`src/rtl/serial_adder_pkg.sv`:
```
// Shared definitions for the bit-serial adder controller: FSM encodings and default width.
package serial_adder_pkg;

    localparam int unsigned DEFAULT_WIDTH = 8;

    typedef logic [1:0] state_t;

    localparam state_t IDLE  = 2'b00;
    localparam state_t SHIFT = 2'b01;
    localparam state_t DONE  = 2'b10;

    // The unused encoding behaves exactly like IDLE.
    function automatic state_t decode_state(input state_t s);
        return ((s == SHIFT) || (s == DONE)) ? s : IDLE;
    endfunction

endpackage

```
`src/rtl/serial_adder_ctrl_if.sv`:
```
// Start/busy/done handshake plus operand and result buses of the serial adder.
interface serial_adder_ctrl_if
    import serial_adder_pkg::*;
#(
    parameter int unsigned WIDTH = DEFAULT_WIDTH
);
    logic             start;
    logic [WIDTH-1:0] a_in;
    logic [WIDTH-1:0] b_in;
    logic             cin;
    logic             busy;
    logic             done;
    logic [WIDTH-1:0] sum_out;
    logic             cout;

    modport master (
        output start, a_in, b_in, cin,
        input  busy, done, sum_out, cout
    );

    modport slave (
        input  start, a_in, b_in, cin,
        output busy, done, sum_out, cout
    );

endinterface

```
`src/rtl/full_adder.sv`:
```
// One-bit full adder cell; the only arithmetic element of the serial datapath.
module full_adder (
    input  logic a,
    input  logic b,
    input  logic c,
    output logic sum,
    output logic carry
);

    assign sum   = a ^ b ^ c;
    assign carry = (a & b) | (c & (a ^ b));

endmodule

```
`src/rtl/serial_adder_ctrl.sv`:
```
// Bit-serial adder controller: time-multiplexes one full_adder over WIDTH-bit operands,
// LSB first, with a start/busy/done handshake.
module serial_adder_ctrl
    import serial_adder_pkg::*;
#(
    parameter int unsigned WIDTH = DEFAULT_WIDTH
) (
    input logic               clk,
    input logic               rst,
    serial_adder_ctrl_if.slave bus
);

    localparam int unsigned      CNT_W    = $clog2(WIDTH) + 1;
    localparam logic [CNT_W-1:0] LAST_BIT = CNT_W'(WIDTH - 1);

    state_t           state_q;
    state_t           state_d;
    state_t           state;
    logic [WIDTH-1:0] a_sh_q;
    logic [WIDTH-1:0] b_sh_q;
    logic [WIDTH-1:0] sum_sh_q;
    logic [WIDTH-1:0] sum_shifted;
    logic [WIDTH-1:0] sum_out_q;
    logic [CNT_W-1:0] cnt_q;
    logic             carry_q;
    logic             cout_q;
    logic             fa_sum;
    logic             fa_carry;
    logic             accept;
    logic             last;

    assign state = decode_state(state_q);

    full_adder u_full_adder (
        .a     (a_sh_q[0]),
        .b     (b_sh_q[0]),
        .c     (carry_q),
        .sum   (fa_sum),
        .carry (fa_carry)
    );

    assign sum_shifted = {fa_sum, sum_sh_q[WIDTH-1:1]};
    assign accept      = (state == IDLE) && bus.start;
    assign last        = (state == SHIFT) && (cnt_q == LAST_BIT);

    always_comb begin
        state_d = state;
        case (state)
            IDLE:    if (bus.start) state_d = SHIFT;
            SHIFT:   if (cnt_q == LAST_BIT) state_d = DONE;
            DONE:    state_d = IDLE;
            default: state_d = IDLE;
        endcase
    end

    always_ff @(posedge clk or posedge rst) begin
        if (rst) begin
            state_q   <= IDLE;
            a_sh_q    <= '0;
            b_sh_q    <= '0;
            sum_sh_q  <= '0;
            carry_q   <= 1'b0;
            cnt_q     <= '0;
            sum_out_q <= '0;
            cout_q    <= 1'b0;
        end else begin
            state_q <= state_d;
            if (accept) begin
                a_sh_q   <= bus.a_in;
                b_sh_q   <= bus.b_in;
                carry_q  <= bus.cin;
                cnt_q    <= '0;
                sum_sh_q <= '0;
            end else if (state == SHIFT) begin
                a_sh_q   <= a_sh_q >> 1;
                b_sh_q   <= b_sh_q >> 1;
                sum_sh_q <= sum_shifted;
                carry_q  <= fa_carry;
                cnt_q    <= cnt_q + CNT_W'(1);
                // Result registers change only when the last bit lands.
                if (last) begin
                    sum_out_q <= sum_shifted;
                    cout_q    <= fa_carry;
                end
            end
        end
    end

    assign bus.busy    = (state != IDLE);
    assign bus.done    = (state == DONE);
    assign bus.sum_out = sum_out_q;
    assign bus.cout    = cout_q;

endmodule

```
`src/flat_wrapper.sv`:
```
// flat-port wrapper written by rule: the top's interface ports become plain ports
module serial_adder_ctrl_flat import serial_adder_pkg::*;
#(
    parameter int unsigned WIDTH = DEFAULT_WIDTH
)
  (clk, rst, bus_start, bus_a_in, bus_b_in, bus_cin, bus_busy, bus_done, bus_sum_out, bus_cout);
  serial_adder_ctrl_if #(.WIDTH(WIDTH)) bus_i ();
  input logic clk;
  input logic rst;
  input wire logic [$bits(bus_i.start)-1:0] bus_start;
  input wire logic [$bits(bus_i.a_in)-1:0] bus_a_in;
  input wire logic [$bits(bus_i.b_in)-1:0] bus_b_in;
  input wire logic [$bits(bus_i.cin)-1:0] bus_cin;
  output wire logic [$bits(bus_i.busy)-1:0] bus_busy;
  output wire logic [$bits(bus_i.done)-1:0] bus_done;
  output wire logic [$bits(bus_i.sum_out)-1:0] bus_sum_out;
  output wire logic [$bits(bus_i.cout)-1:0] bus_cout;
  assign bus_i.start = bus_start;
  assign bus_i.a_in = bus_a_in;
  assign bus_i.b_in = bus_b_in;
  assign bus_i.cin = bus_cin;
  assign bus_busy = bus_i.busy;
  assign bus_done = bus_i.done;
  assign bus_sum_out = bus_i.sum_out;
  assign bus_cout = bus_i.cout;
  serial_adder_ctrl #(.WIDTH(WIDTH)) u_core (.clk(clk), .rst(rst), .bus(bus_i));
endmodule
```
`config.mk`:
```
export PLATFORM = sky130hd
export DESIGN_NAME = serial_adder_ctrl_flat
export DESIGN_NICKNAME = d
export VERILOG_FILES = /design/src/rtl/serial_adder_pkg.sv /design/src/rtl/serial_adder_ctrl_if.sv /design/src/rtl/full_adder.sv /design/src/rtl/serial_adder_ctrl.sv /design/src/flat_wrapper.sv
export SDC_FILE = /design/constraint.sdc
export NUM_CORES = 1
export LEC_CHECK = 0
export CAP_MARGIN = 20
export CORE_MARGIN = 2
export CORE_UTILIZATION = 40
export CTS_CLUSTER_DIAMETER = 200
export DETAILED_ROUTE_END_ITERATION = 10
export SLEW_MARGIN = 20
export SYNTH_ARGS = -nofsm -noshare
export SYNTH_HDL_FRONTEND = slang
export SYNTH_SLANG_ARGS = --single-unit
```
`constraint.sdc`:
```
create_clock -name clk -period 2.45 [get_ports clk]
set_input_delay 0.49 -clock clk [delete_from_list [all_inputs] [get_ports clk]]
set_output_delay 0.49 -clock clk [all_outputs]
set_load 0.05 [all_outputs]
```
==> results by group, run 1 <==
Timing
  – Rel. slew slack: 0.661
  – Fin crit share: 0.928
  – Worst-Margin Slew: approximately 0.51 ns
  – Peak Freq: 440 MHz
  – RSZ-0062 raised after global routing: no
  – Fin crit period: 2.27 ns
  – Setup TNS: 0 ns
  – Setup violations, final: 0
  – Max-slew violations: 0
  – Setup Skew: 0.00684 ns
  – Fin. Hold Viols: 0

GRT
  – Antenna violations before repair: 0
  – Total GRT Usage: 0.142
  – Grt met2 use: 0.246
  – GRT overflow: 0
  – GRT met1 Usage: 0.165
  – Vias in the first global route: about 1300
  – GR Util met3: 0.0352
  – Maximum number of pins on one net before global-route repair: 40
  – Top Usage Layer GRT: met2
  – Global-route wire length before repair: about 5.7 mm

Power and ir drop
  – Overall power: approximately 2800 uW
  – Leakage power: ~0.0011 uW
  – Max VDD drop: between 0.5 and 0.6 mV
  – PD cells: ~1200 nW/um^2

Final layout
  – Area Overhead vs Synth: 23.2%
  – Most frequent cells in the layout: dfrtp_1, clkdlybuf4s50_1, mux2i_1
  – Commonest non-fill, non-tap cell in the layout: dfrtp_1
  – Fraction of layout cells with a size suffix above 1: 0.130
  – ANT cells: 0
  – Nets: 210
  – Layout fillers: 397

Place
  – GPL Wtd Cong: slightly below 0.7
  – PortBufs: 30
  – Final HPWL DP: about 2.1 mm

Floorplan
  – Core area: about 4400 um^2
  – Row cnt: 24
  – Die area: about 5000 um^2
  – I/O pin count: 31
  – Die H: 71.6 um
  – Starting density of the core: 0.416
  – Die X: between 70 and 80 um

Routing
  – DRC errors left: 0
  – Vias/cell: 4.94
  – DRT iter0 DRCs: 42
  – Detailed Route WL: 3.08 mm
  – Antenna-violating nets left: 0
  – DRT Pass-1 Iters: 3
  – DR WL/cell: about 13 um
  – Via count: 1165

Setup path
  – Worst Path Arrival: roughly 1.8 ns
  – CP Class: flip-flop to output pin
  – Worst endpoint required time: around 2.0 ns
  – Crit path max fanout: 3
  – Crit start category: flip-flop
  – CP Capture Type: output pin
  – R2R setup slack: 0.69 ns

Clocking
  – Clk Latency, worst-skew pair: about 0.28 ns
  – CTS clk-pin slew, worst paths: 0.07 ns
  – Clk sinks: 39
  – Clk buf depth: 2
  – CTS tree: done
  – CTS-repair resized insts: 0
  – H-tree levels: 2
  – CTS Root Cell: clkbuf_8
  – Num CTS Buffers: 5
  – Hold Buf Count CTS: 0
  – Post-CTS setup buffers: 0

Logic synthesis
  – Synth warnings: 0
  – Mapped Avg Cell Area: 12.0 um^2
  – Syn Std Cell Area: roughly 1800 um^2
  – Register area share after synthesis: 0.535
  – Cells after Synth: around 150
  – Yosys reg bits: 39
  – Mapped Nets: 178
  – Netlist cell types: 23

Job
  – Max-cap violation count: 0

Worst hold path
  – Hold crit path type: flip-flop to flip-flop

Outcome
  – Status: finished, final reports clean
==> routing by layer <==
layer  vias up  wire length, um
li1        574                -
met1       554             1360
met2        28             1500
met3         9              143
met4         0               69
met5         -                0
==> through the flow <==
step / utilization / hold WS [ns] / cell area [um^2] / worst slack [ns] / std cells
finish: 0.513 / 0.519 / 2250 / 0.177 / 236
global route: 0.513 / 0.533 / 2250 / 0.127 / 236
CTS: 0.513 / 0.517 / 2250 / 0.174 / 236
detailed placement: 0.493 / 0.494 / 2160 / 0.498 / 229
global placement: 0.493 / 0.492 / 2160 / 0.551 / 229
floorplan: - / 0.481 / 1830 / 0.818 / 152
==> path summary, 6_finish.rpt <==
check	from	end	cells after the start
max	u_core.state_q[0]$_DFF_PP0_	bus_done	3
min	u_core.bus.sum_out[1]$_DFFE_PP0P_	u_core.bus.sum_out[1]$_DFFE_PP0P_	1
max reg2reg	u_core.state_q[0]$_DFF_PP0_	u_core.bus.sum_out[5]$_DFFE_PP0P_	5
min reg2reg	u_core.bus.sum_out[1]$_DFFE_PP0P_	u_core.bus.sum_out[1]$_DFFE_PP0P_	1
max in group asynchronous	rst	u_core.a_sh_q[0]$_DFFE_PP0P_	3
min in group asynchronous	rst	u_core.bus.sum_out[3]$_DFFE_PP0P_	3
==> area by class of cell <==
type                            count  area, um^2  area share
Sequential cell                    39         976       0.434
Tap cell                           52        65.1      0.0289
Timing Repair Buffer               34         328       0.146
Clock buffer                        6        82.6      0.0367
Multi-Input combinational cell    100         778       0.346
Clock inverter                      1        5.00     0.00222
Inverter                            4        15.0     0.00667
==> state kept, by name (all words and copies together) (netlist names) <==
signal and cells:
u_core.bus.cout 1, u_core.bus.sum_out 8, u_core.a_sh_q 8, u_core.state_q 2
u_core.cnt_q 4, u_core.sum_sh_q 7, u_core.b_sh_q 8, u_core.carry_q 1
==> cell families after synthesis <==
| kind of cell | after synthesis | synth area share |
|---|---|---|
| AO/OA/AOI/OAI | 21 | 0.0576 |
| XOR/XNOR | 3 | 0.0144 |
| adder cells (fa/ha/maj) | 6 | 0.0452 |
| buffers and inverters | 13 | 0.0404 |
| flip-flops | 39 | 0.535 |
| multiplexers | 32 | 0.200 |
| AND/OR/NAND/NOR | 38 | 0.108 |
==> synth_stat cells <==
library cell / n / area, um^2
o21ai_1: 2 / 10.0
xnor2_1: 1 / 8.76
mux2_4: 9 / 135
mux2i_1: 23 / 230
xor2_1: 2 / 17.5
and2b_1: 1 / 7.51
nand2_1: 19 / 71.3
o21ai_0: 17 / 85.1
nand2b_1: 2 / 12.5
inv_1: 4 / 15.0
ha_1: 5 / 62.6
nand3b_1: 1 / 7.51
nand4b_4: 1 / 23.8
and2_1: 1 / 6.26
buf_4: 3 / 22.5
a21oi_1: 2 / 10.0
dfrtp_1: 39 / 976
buf_2: 5 / 25.0
fa_1: 1 / 20.0
nor2_8: 1 / 20.0
buf_6: 1 / 11.3
nor2_1: 11 / 41.3
nand4_1: 1 / 6.26
==> power by group <==
group	internal [uW]	total [uW]	leakage, uW	switching, uW
logic	567	1280	0.000562	710
clock network	221	423	0.0000470	202
registers	904	1080	0.000502	173
==> critical path, cell delays in order (launching register included) <==
cell	delay, ns
dfrtp_1	0.42
inv_1	0.10
ha_1	0.17
clkdlybuf4s50_1	0.80
Power figures use the tool's default switching activity.
==> run 2: changes to the inputs <==
- SLEW_MARGIN: 20 -> not set
==> results of run 2 <==
No change in the layout: final DEF, timing and power equal those of run 1.
==> run 3: changes to the inputs <==
- ABC_CLOCK_PERIOD_IN_PS: not set -> 2450
==> results of run 3 <==
No change in the layout: final DEF, timing and power equal those of run 1.
